<file path="config.mk">
export PLATFORM = sky130hd
export DESIGN_NAME = swd_phy_xfer
export DESIGN_NICKNAME = d
export VERILOG_FILES = /design/src/rtl/swd_phy_xfer.sv
export SDC_FILE = /design/constraint.sdc
export NUM_CORES = 1
export LEC_CHECK = 0
export BUFFER_PORTS_ARGS = -buffer_cell sky130_fd_sc_hd__buf_2
export CORE_MARGIN = 2
export CORE_UTILIZATION = 55
export CTS_BUF_LIST = sky130_fd_sc_hd__clkbuf_16
export DETAILED_ROUTE_END_ITERATION = 10
export HOLD_SLACK_MARGIN = 0.12
export PLACE_DENSITY = 0.83
export SYNTH_ARGS = -nofsm -noshare
export SYNTH_HDL_FRONTEND = slang
export SYNTH_SLANG_ARGS = --single-unit
</file>
<file path="constraint.sdc">
create_clock -name CLK -period 3.6 [get_ports CLK]
set_input_delay 0.36 -clock CLK [delete_from_list [all_inputs] [get_ports CLK]]
set_output_delay 0.36 -clock CLK [all_outputs]
set_load 0.02 [all_outputs]
</file>
<file path="src/rtl/swd_phy_xfer.sv">
// swd_phy_xfer: SWD host PHY executing one complete SWD transfer per request.
//   Header, turnaround, ACK, data/parity and trailing idle bits, with automatic
//   WAIT retry. SWDCLK is derived from CLK by a programmable divider.
// Ports:
//   CLK, RESETn            core clock, synchronous active-low reset
//   DIV, TURN, RETRIES     divider, turnaround length-1, max WAIT retries (sampled at accept)
//   VALID/READY            request handshake; APNDP, RNW, ADDR, WDATA request fields
//   RVALID, RDATA, ERR     completion pulse, read data and status
//   SWDCLK, SWDIN, SWDOUT, SWDOE   SWD pins
module swd_phy_xfer #(
   parameter int unsigned DIV_W     = 8,
   parameter int unsigned RETRY_W   = 4,
   parameter int unsigned IDLE_BITS = 2
) (
   input  logic               CLK,
   input  logic               RESETn,
   input  logic [DIV_W-1:0]   DIV,
   input  logic [1:0]         TURN,
   input  logic [RETRY_W-1:0] RETRIES,
   input  logic               VALID,
   output logic               READY,
   input  logic               APNDP,
   input  logic               RNW,
   input  logic [1:0]         ADDR,
   input  logic [31:0]        WDATA,
   output logic               RVALID,
   output logic [31:0]        RDATA,
   output logic [2:0]         ERR,
   output logic               SWDCLK,
   input  logic               SWDIN,
   output logic               SWDOUT,
   output logic               SWDOE
);

   localparam int unsigned BIT_W = 6;
   localparam logic [2:0] ACK_OK    = 3'b001;
   localparam logic [2:0] ACK_WAIT  = 3'b010;
   localparam logic [2:0] ACK_FAULT = 3'b100;
   localparam logic [2:0] ACK_NONE  = 3'b111;

   typedef enum logic [3:0] {
      S_IDLE, S_HDR, S_TRN1, S_ACK, S_RDATA, S_TRN3, S_TRN2, S_WDATA, S_IDLEB
   } state_t;

   typedef struct packed {
      logic               apndp;
      logic               rnw;
      logic [1:0]         addr;
      logic [31:0]        wdata;
      logic [DIV_W-1:0]   div;
      logic [1:0]         turn;
      logic [RETRY_W-1:0] retries;
   } req_t;

   state_t             state_q, state_d;
   req_t               req_q, req_d;
   logic [DIV_W-1:0]   div_cnt_q, div_cnt_d;
   logic               phase_q, phase_d;
   logic [BIT_W-1:0]   bit_q, bit_d, last_m;
   logic [RETRY_W-1:0] retry_q, retry_d;
   logic [2:0]         ack_q, ack_d;
   logic [31:0]        rsh_q, rsh_d;
   logic               rpar_q, rpar_d;
   logic               ready_d, rvalid_d, swdclk_d, swdout_d, swdoe_d;
   logic [31:0]        rdata_d;
   logic [2:0]         err_d;

   // Pin values {oe, out} at the start of bit b of state s.
   function automatic logic [1:0] drive_bit(input state_t s, input logic [BIT_W-1:0] b,
                                            input req_t r);
      logic [7:0] hdr;
      logic [1:0] d;
      hdr = {1'b1, 1'b0, r.apndp ^ r.rnw ^ r.addr[0] ^ r.addr[1],
             r.addr[1], r.addr[0], r.rnw, r.apndp, 1'b1};
      d = 2'b00;
      case (s)
         S_IDLE, S_IDLEB: d = 2'b10;
         S_HDR:           d = {1'b1, hdr[b[2:0]]};
         S_WDATA:         d = {1'b1, b[5] ? ^r.wdata : r.wdata[b[4:0]]};
         default:         d = 2'b00;
      endcase
      return d;
   endfunction

   // Next-state, bit timing and output logic.
   always_comb begin
      state_d   = state_q;
      req_d     = req_q;
      div_cnt_d = div_cnt_q;
      phase_d   = phase_q;
      bit_d     = bit_q;
      retry_d   = retry_q;
      ack_d     = ack_q;
      rsh_d     = rsh_q;
      rpar_d    = rpar_q;
      ready_d   = READY;
      rvalid_d  = 1'b0;
      rdata_d   = RDATA;
      err_d     = ERR;
      swdclk_d  = SWDCLK;
      swdout_d  = SWDOUT;
      swdoe_d   = SWDOE;
      last_m    = '0;

      case (state_q)
         S_HDR:                  last_m = BIT_W'(7);
         S_TRN1, S_TRN2, S_TRN3: last_m = BIT_W'(req_q.turn);
         S_ACK:                  last_m = BIT_W'(2);
         S_RDATA, S_WDATA:       last_m = BIT_W'(32);
         S_IDLEB:                last_m = BIT_W'(IDLE_BITS - 1);
         default:                last_m = '0;
      endcase

      if (state_q == S_IDLE) begin
         if (VALID && READY) begin
            req_d.apndp   = APNDP;
            req_d.rnw     = RNW;
            req_d.addr    = ADDR;
            req_d.wdata   = WDATA;
            req_d.div     = DIV;
            req_d.turn    = TURN;
            req_d.retries = RETRIES;
            retry_d       = '0;
            div_cnt_d     = '0;
            phase_d       = 1'b0;
            bit_d         = '0;
            err_d         = '0;
            ready_d       = 1'b0;
            state_d       = S_HDR;
            {swdoe_d, swdout_d} = drive_bit(S_HDR, '0, req_d);
         end
      end else if (div_cnt_q != req_q.div) begin
         div_cnt_d = div_cnt_q + DIV_W'(1);
      end else if (!phase_q) begin
         // Rising SWDCLK: sample target data (shifted in LSB first).
         div_cnt_d = '0;
         phase_d   = 1'b1;
         swdclk_d  = 1'b1;
         if (state_q == S_ACK) begin
            ack_d = {SWDIN, ack_q[2:1]};
         end else if (state_q == S_RDATA) begin
            if (bit_q[5]) rpar_d = SWDIN;
            else          rsh_d  = {SWDIN, rsh_q[31:1]};
         end
      end else begin
         // Falling SWDCLK: end of bit, advance and drive the next bit.
         div_cnt_d = '0;
         phase_d   = 1'b0;
         swdclk_d  = 1'b0;
         if (bit_q != last_m) begin
            bit_d = bit_q + BIT_W'(1);
         end else begin
            bit_d = '0;
            case (state_q)
               S_HDR:  state_d = S_TRN1;
               S_TRN1: state_d = S_ACK;
               S_ACK:  state_d = (ack_q == ACK_OK && req_q.rnw) ? S_RDATA : S_TRN2;
               S_RDATA: begin
                  state_d = S_TRN3;
                  rdata_d = rsh_q;
                  if (rpar_q != ^rsh_q) err_d = 3'd4;
               end
               S_TRN3: state_d = S_IDLEB;
               S_TRN2: begin
                  state_d = S_IDLEB;
                  case (ack_q)
                     ACK_OK:    state_d = S_WDATA;
                     ACK_WAIT: begin
                        if (retry_q < req_q.retries) begin
                           retry_d = retry_q + RETRY_W'(1);
                           state_d = S_HDR;
                        end else begin
                           err_d = 3'd2;
                        end
                     end
                     ACK_FAULT: err_d = 3'd1;
                     ACK_NONE:  err_d = 3'd3;
                     default:   err_d = 3'd7;
                  endcase
               end
               S_WDATA: state_d = S_IDLEB;
               S_IDLEB: begin
                  state_d  = S_IDLE;
                  ready_d  = 1'b1;
                  rvalid_d = 1'b1;
               end
               default: state_d = S_IDLE;
            endcase
         end
         {swdoe_d, swdout_d} = drive_bit(state_d, bit_d, req_q);
      end
   end

   // State and output registers.
   always_ff @(posedge CLK) begin
      if (!RESETn) begin
         state_q   <= S_IDLE;
         req_q     <= '0;
         div_cnt_q <= '0;
         phase_q   <= 1'b0;
         bit_q     <= '0;
         retry_q   <= '0;
         ack_q     <= '0;
         rsh_q     <= '0;
         rpar_q    <= 1'b0;
         READY     <= 1'b1;
         RVALID    <= 1'b0;
         RDATA     <= '0;
         ERR       <= '0;
         SWDCLK    <= 1'b0;
         SWDOUT    <= 1'b0;
         SWDOE     <= 1'b1;
      end else begin
         state_q   <= state_d;
         req_q     <= req_d;
         div_cnt_q <= div_cnt_d;
         phase_q   <= phase_d;
         bit_q     <= bit_d;
         retry_q   <= retry_d;
         ack_q     <= ack_d;
         rsh_q     <= rsh_d;
         rpar_q    <= rpar_d;
         READY     <= ready_d;
         RVALID    <= rvalid_d;
         RDATA     <= rdata_d;
         ERR       <= err_d;
         SWDCLK    <= swdclk_d;
         SWDOUT    <= swdout_d;
         SWDOE     <= swdoe_d;
      end
   end

endmodule

</file>
* Yosys cells after proc, flatten, opt, wreduce, memory -nomap -nowiden
Cells that the tools add are included.
Storage, ports and cells: flip-flop bits (word level) 149, input port bits 54, output and inout port bits 40
Cells by class: add/sub/neg operators 3, $lt $le $gt $ge 3, equal/unequal tests 24, mux-type cells 64, bitwise operators 10, reduce and logical (&&, ||, !) cells 28
Operator list (count):
- $mux W4 | 17
- $reduce_xor A32 Y1 | 2
- $mux W6 | 8
- $pmux W6 S5 | 1
- $mux W8 | 3
- $pmux W4 S6 | 1
- $mux W3 | 7
- $eq A4 B3 Y1 const B | 5
- $mux W1 | 20
- $pmux W3 S4 | 1
- $reduce_and A6 Y1 | 2
- $reduce_and A5 Y1 | 2
- $reduce_bool A2 Y1 | 5
- $add A8 B1 Y8 const B | 1
- $eq A4 B1 Y1 const B | 2
- $eq A4 B2 Y1 const B | 2
- $eq A4 B4 Y1 const B | 2
- $logic_not A4 Y1 | 2
- $ne A8 B8 Y1 | 1
- $pmux W4 S2 | 1
- $reduce_and A8 Y1 | 1
- $not A1 Y1 | 7
- $reduce_and A7 Y1 | 1
- $add A6 B1 Y6 const B | 1
- 28 further kinds | 37

* Depth between registers and ports, before layout
word-level depth 15, gate-level depth with buffers 12, mapped depth without buffers 10

* Worst setup path after synthesis
No wires, ideal clock.
path type register to register, from register state_q[3], to register SWDOE, data arrival time 2.432 ns, data required time 3.481 ns, path slack 1.049 ns, cell stages (with the launch flop) 12, clock period less this slack 2.551 ns, cells stage by stage dfxtp_1 > buf_2 > nor4b_2 > xnor2_1 > nand4_1 > or3_1 > buf_6 > or3_1 > o21ai_1 > nand2b_1 > a21oi_2 > o21ai_1
On the way: word-level cells in the longest chain between the ends 14, elaborated cells on any way between the ends 32, those cells by class eq/ne: 14; mux: 10; reduce/logical: 8
RTL lines:
- start: declaration | line 55 | state_t state_q, state_d;
- start signal: assignment | line 214 | state_q <= state_d;
- $eq A4 B3 Y1 or $eq A4 B2 Y1 (tied branches) | line 105, 154
- $reduce_or A3 Y1 or $reduce_or A2 Y1 (tied branches) | line 105 | case (state_q)
- $pmux W6 S5 | line 105
- $ne A6 B6 Y1 | line 150 | if (bit_q != last_m) begin
- $mux W4 | line 150
- $mux W4 | line 134 | end else if (!phase_q) begin
- $mux W4 | line 132 | end else if (div_cnt_q != req_q.div) begin
- $mux W4 | line 114 | if (state_q == S_IDLE) begin
- $eq A4 B4 Y1 or $logic_not A4 Y1 (tied branches) | line 76 | case (s)
- $reduce_or A2 Y1 | line 76
- $pmux W2 S3 | line 76
- $mux W1 | line 134
- $mux W1 | line 132
- $mux W1 | line 114
- end signal: assignment | line 229 | SWDOE <= swdoe_d;
- end: declaration | line 32 | output logic SWDOE
Several ways; a longest one is shown, not always the timed one. The select of a mux whose other input is x is not followed. A chain may end at the register's enable or synchronous reset.

* Worst setup path in the final report
from register state_q[1], to register SWDOUT
On the way: word-level cells in the longest chain between the ends 15, elaborated cells on any way between the ends 41, those cells by class eq/ne: 14; mux: 19; reduce/logical: 8
RTL lines:
- $eq A4 B3 Y1 or $eq A4 B2 Y1 (tied branches) | line 105, 154
- $reduce_or A3 Y1 or $reduce_or A2 Y1 (tied branches) | line 105
- $pmux W6 S5 | line 105
- $ne A6 B6 Y1 | line 150
- $mux W6 | line 150
- $mux W6 | line 134
- $mux W6 | line 132
- $mux W6 | line 114
- $bmux W1 S5 | line 79 | S_WDATA: d = {1'b1, b[5] ? ^r.wdata : r.wdata[b[4:0]]};
- $mux W1 (implied by the code) | line 79
- $mux W1 | line 79
- $pmux W2 S3 | line 76
- $mux W1 | line 134
- $mux W1 | line 132
- $mux W1 | line 114
- end signal: assignment | line 228 | SWDOUT <= swdout_d;
- end: declaration | line 31 | output logic SWDOUT,
Several ways; a longest one is shown, not always the timed one. The select of a mux whose other input is x is not followed.

==> impl_metrics.yaml <==
timing:
  setup_viol: 0
  rsz0062_at_grt: "no"
  slew_headroom_pct: 40.1
  timing.final.crit_period_ps: 3340
  finalClockSkew_ps: 9.68
  tightestPinTransition_ps: 896
  finalHoldViolCount: 0
  fin_tns_setup_ps: 0
  slew_viol_final: 0
  fmax_ghz: 0.299
  fin_crit_sh_pct: 92.8
worst_setup_path:
  path_class: "register to register"
  crit_buf_inv: 0
  cpMaxStageDelayCell: "dfxtp_1"
  critPathMaxFanout: 17
  endpoint_kind: "register"
  path_cells: "xor2_2 -> a311oi_4 -> xnor2_1 -> or3_1 -> a221oi_2 -> nand2_1 -> a21oi_1 -> a211oi_1 -> a211oi_2"
  worstSetupStartpointType: "register"
  worstPathArrival_ps: 3690
  path_delay_family: "compound AO/OA/AOI/OAI gates"
  cp.required_ps: 3950
  slowest_delay_ps: 770
clock_network:
  cts_made_buffers: 17
  clk_latency_ps: 430
  cts_tree: "yes"
  clock-sinks: 149
  cts-resized-gates: 0
  cts_hold_buf: 0
  clk_pin_slew_ps: 70
  cts-root-buf: "clkbuf_16"
  cts_buffer_depth: 2
  postCtsSetupBuffers: 0
  htree_levels: 4
pwr:
  power_switching_mw: 1.19
  powerDensity_nw_per_um2: 496
  pwr-share-clk_pct: 40.7
  power_leakage_nw: 3.10
  power.internal_mw: 2.93
  seqPwrFrac_pct: 43.0
  p_comb_share_pct: 16.3
  switching_share_pct: 28.8
  ir_drop_uv: 351
hold_path:
  hp-class: "input pin to register"
global_routing:
  grt_pass1_vias: 5898
  track_usage_pct: 23.7
  grt_pass1_wl_um: 27500
  antenna_found_initial: 0
  grt_max_degree: 89
  grt_overflow: 0
synthesis:
  synthesis.area_um2: 7180
  ys_types: 60
  postSynthCellCount: 922
  synth_ff_type: "dfxtp_1"
  ys_ff_latch: 149
  synth_edf_count: 0
  syn_nets: 982
  yosysWarnings: 0
  async_flop_share_pct: 0
  ys_seq_area_share_pct: 41.5
  avgSynthCellArea_um2: 7.79
run:
  maxCapViolations: 0
layout:
  drive_above_1_share_pct: 15.9
  fillers: 1104
  fin_nets: 1052
  syn_to_final_growth_pct: 15.8
  fin_cells: 1177
  antenna_cells: 0
place:
  numPortBuffers: 93
  dpl.cell_count: 1145
  dpl.hpwl_um: 10900
  place.gp.congestion: 0.927
floorplanning:
  row_count: 41
  die_h_um: 118
  coreArea_um2: 12700
  die_x_um: 118
  initial_core_util_pct: 56.7
  ios: 94
  die_area_um2: 14000
routing:
  via_count: 6380
  routedWlPerCell_um: 14.0
  first_pass_iters: 5
  vias_per_cell: 5.42
  drc: 0
  initialDrtViolationCount: 534
  finalWirelength_um: 16500
  detail-route-antenna-nets: 0
run_status:
  status: "completed"
## cells in the final DEF, fill, tap and decap left out, types with 11 or more instances in the layout
cell type	n
buf_4	19
xnor2_1	67
dfxtp_1	149
nand2_1	257
inv_1	11
nand3_1	13
xor2_1	18
mux2i_1	15
buf_2	93
clkbuf_16	17
nor2_1	58
a21oi_1	139
o21ai_0	14
## state kept, by name (all words and copies together) (netlist names), 3 cells and up
signal / flops
rsh_q: 32
div_cnt_q: 8
ERR: 3
bit_q: 6
ack_q: 3
retry_q: 4
state_q: 4
req_q: 50
RDATA: 32
## power by group through the flow
stage               Clock (mW)  Combinational [mW]  Sequential [mW]
finish                    1.68               0.672             1.77
global route              1.76               0.738             1.78
CTS                       1.69               0.670             1.77
detailed placement           0               0.661             1.81
global placement             0               0.659             1.80
floorplan                    0               0.507             1.79
## final timing paths
kind                            slack (ps)  depth (start not counted)               startpoint                endpoint
worst max-delay path                   260                          9  state_q[1]$_SDFFE_PN0P_     SWDOUT$_SDFFE_PN0P_
worst min-delay path                   160                          3                 WDATA[4]  req_q[18]$_SDFFE_PN0P_
worst max register to register         260                          9  state_q[1]$_SDFFE_PN0P_     SWDOUT$_SDFFE_PN0P_
worst min register to register         450                          2    RDATA[6]$_SDFFE_PN0P_   RDATA[6]$_SDFFE_PN0P_
## cell usage after synthesis, types with 2 or more instances
| library cell | number | share of area (%) |
|---|---|---|
| a31oi_1 | 3 | 0.26 |
| a2111oi_0 | 4 | 0.49 |
| nor3_1 | 6 | 0.42 |
| a32oi_1 | 4 | 0.49 |
| nand2b_1 | 9 | 0.78 |
| a22oi_1 | 2 | 0.21 |
| nand4b_1 | 3 | 0.37 |
| nand4_1 | 3 | 0.26 |
| clkbuf_1 | 47 | 2.5 |
| o211ai_1 | 4 | 0.42 |
| buf_2 | 8 | 0.56 |
| or2_2 | 3 | 0.26 |
| nor2_1 | 60 | 3.1 |
| o21ai_1 | 4 | 0.28 |
| mux2i_1 | 15 | 2.1 |
| nor4_1 | 5 | 0.44 |
| and2_1 | 3 | 0.26 |
| or3_1 | 8 | 0.70 |
| a211oi_1 | 3 | 0.31 |
| nand2_1 | 257 | 13 |
| and3_1 | 7 | 0.61 |
| nor4b_2 | 2 | 0.42 |
| buf_1 | 2 | 0.10 |
| buf_6 | 4 | 0.63 |
| a221oi_1 | 3 | 0.37 |
| a211oi_2 | 2 | 0.35 |
| o221ai_1 | 3 | 0.37 |
| nand3b_1 | 2 | 0.21 |
| o31ai_1 | 2 | 0.21 |
| xor2_1 | 18 | 2.2 |
| ha_1 | 6 | 1.0 |
| inv_1 | 9 | 0.47 |
| nand3_1 | 14 | 0.98 |
| xnor2_1 | 67 | 8.2 |
| a21oi_1 | 139 | 9.7 |
| o2111ai_1 | 2 | 0.24 |
| o21ai_0 | 14 | 0.98 |
| nor3b_1 | 5 | 0.52 |
| dfxtp_1 | 149 | 42 |
## kinds of logic (layout without fill, tap and decap cells)
family | after synthesis | in the layout | synth area share [%]
AO/OA/AOI/OAI | 202 | 202 | 16.8
XOR/XNOR | 86 | 86 | 10.6
adder cells (fa/ha/maj) | 6 | 6 | 1.05
buffers and inverters | 71 | 154 | 4.27
flip-flops | 149 | 149 | 41.5
multiplexers | 16 | 16 | 2.25
AND/OR/NAND/NOR | 392 | 392 | 23.5
## layer usage
layer	track usage (%)	up-vias	part of all wire, %
li1	-	3239	-
met1	30.9	2970	46
met2	39.3	153	47
met3	4.78	18	5.1
met4	7.38	0	1.2
met5	0	-	0
## layout make-up
cell class	instances	area (um^2)	share of cell area (%)
inverters	10	40.0	0.482
flip-flops and latches	149	2980	35.9
clock buffers	17	425	5.12
clock inverters	15	135	1.63
multi-input cells	702	3910	47.0
repair buffers	112	608	7.32
well taps	172	215	2.59
## through the flow
step / hold WS (ps) / util [%] / setup WS (ps) / total power [mW] / cell area, um^2
CTS: 159 / 65.6 / 310 / 4.13 / 8310
detailed placement: 443 / 61.2 / 347 / 2.47 / 7750
global placement: 440 / 61.2 / 520 / 2.46 / 7750
floorplan: 422 / - / 1050 / 2.30 / 7180
finish: 161 / 65.6 / 261 / 4.12 / 8310
global route: 169 / 65.6 / 34.1 / 4.28 / 8310
## worst min-delay path, delay by kind of cell
kind	cells	cell delay [ps]
simple gates	1	40
buf+inv	1	90
compound gates	1	50
No activity file was read; power rests on OpenSTA's default activity.
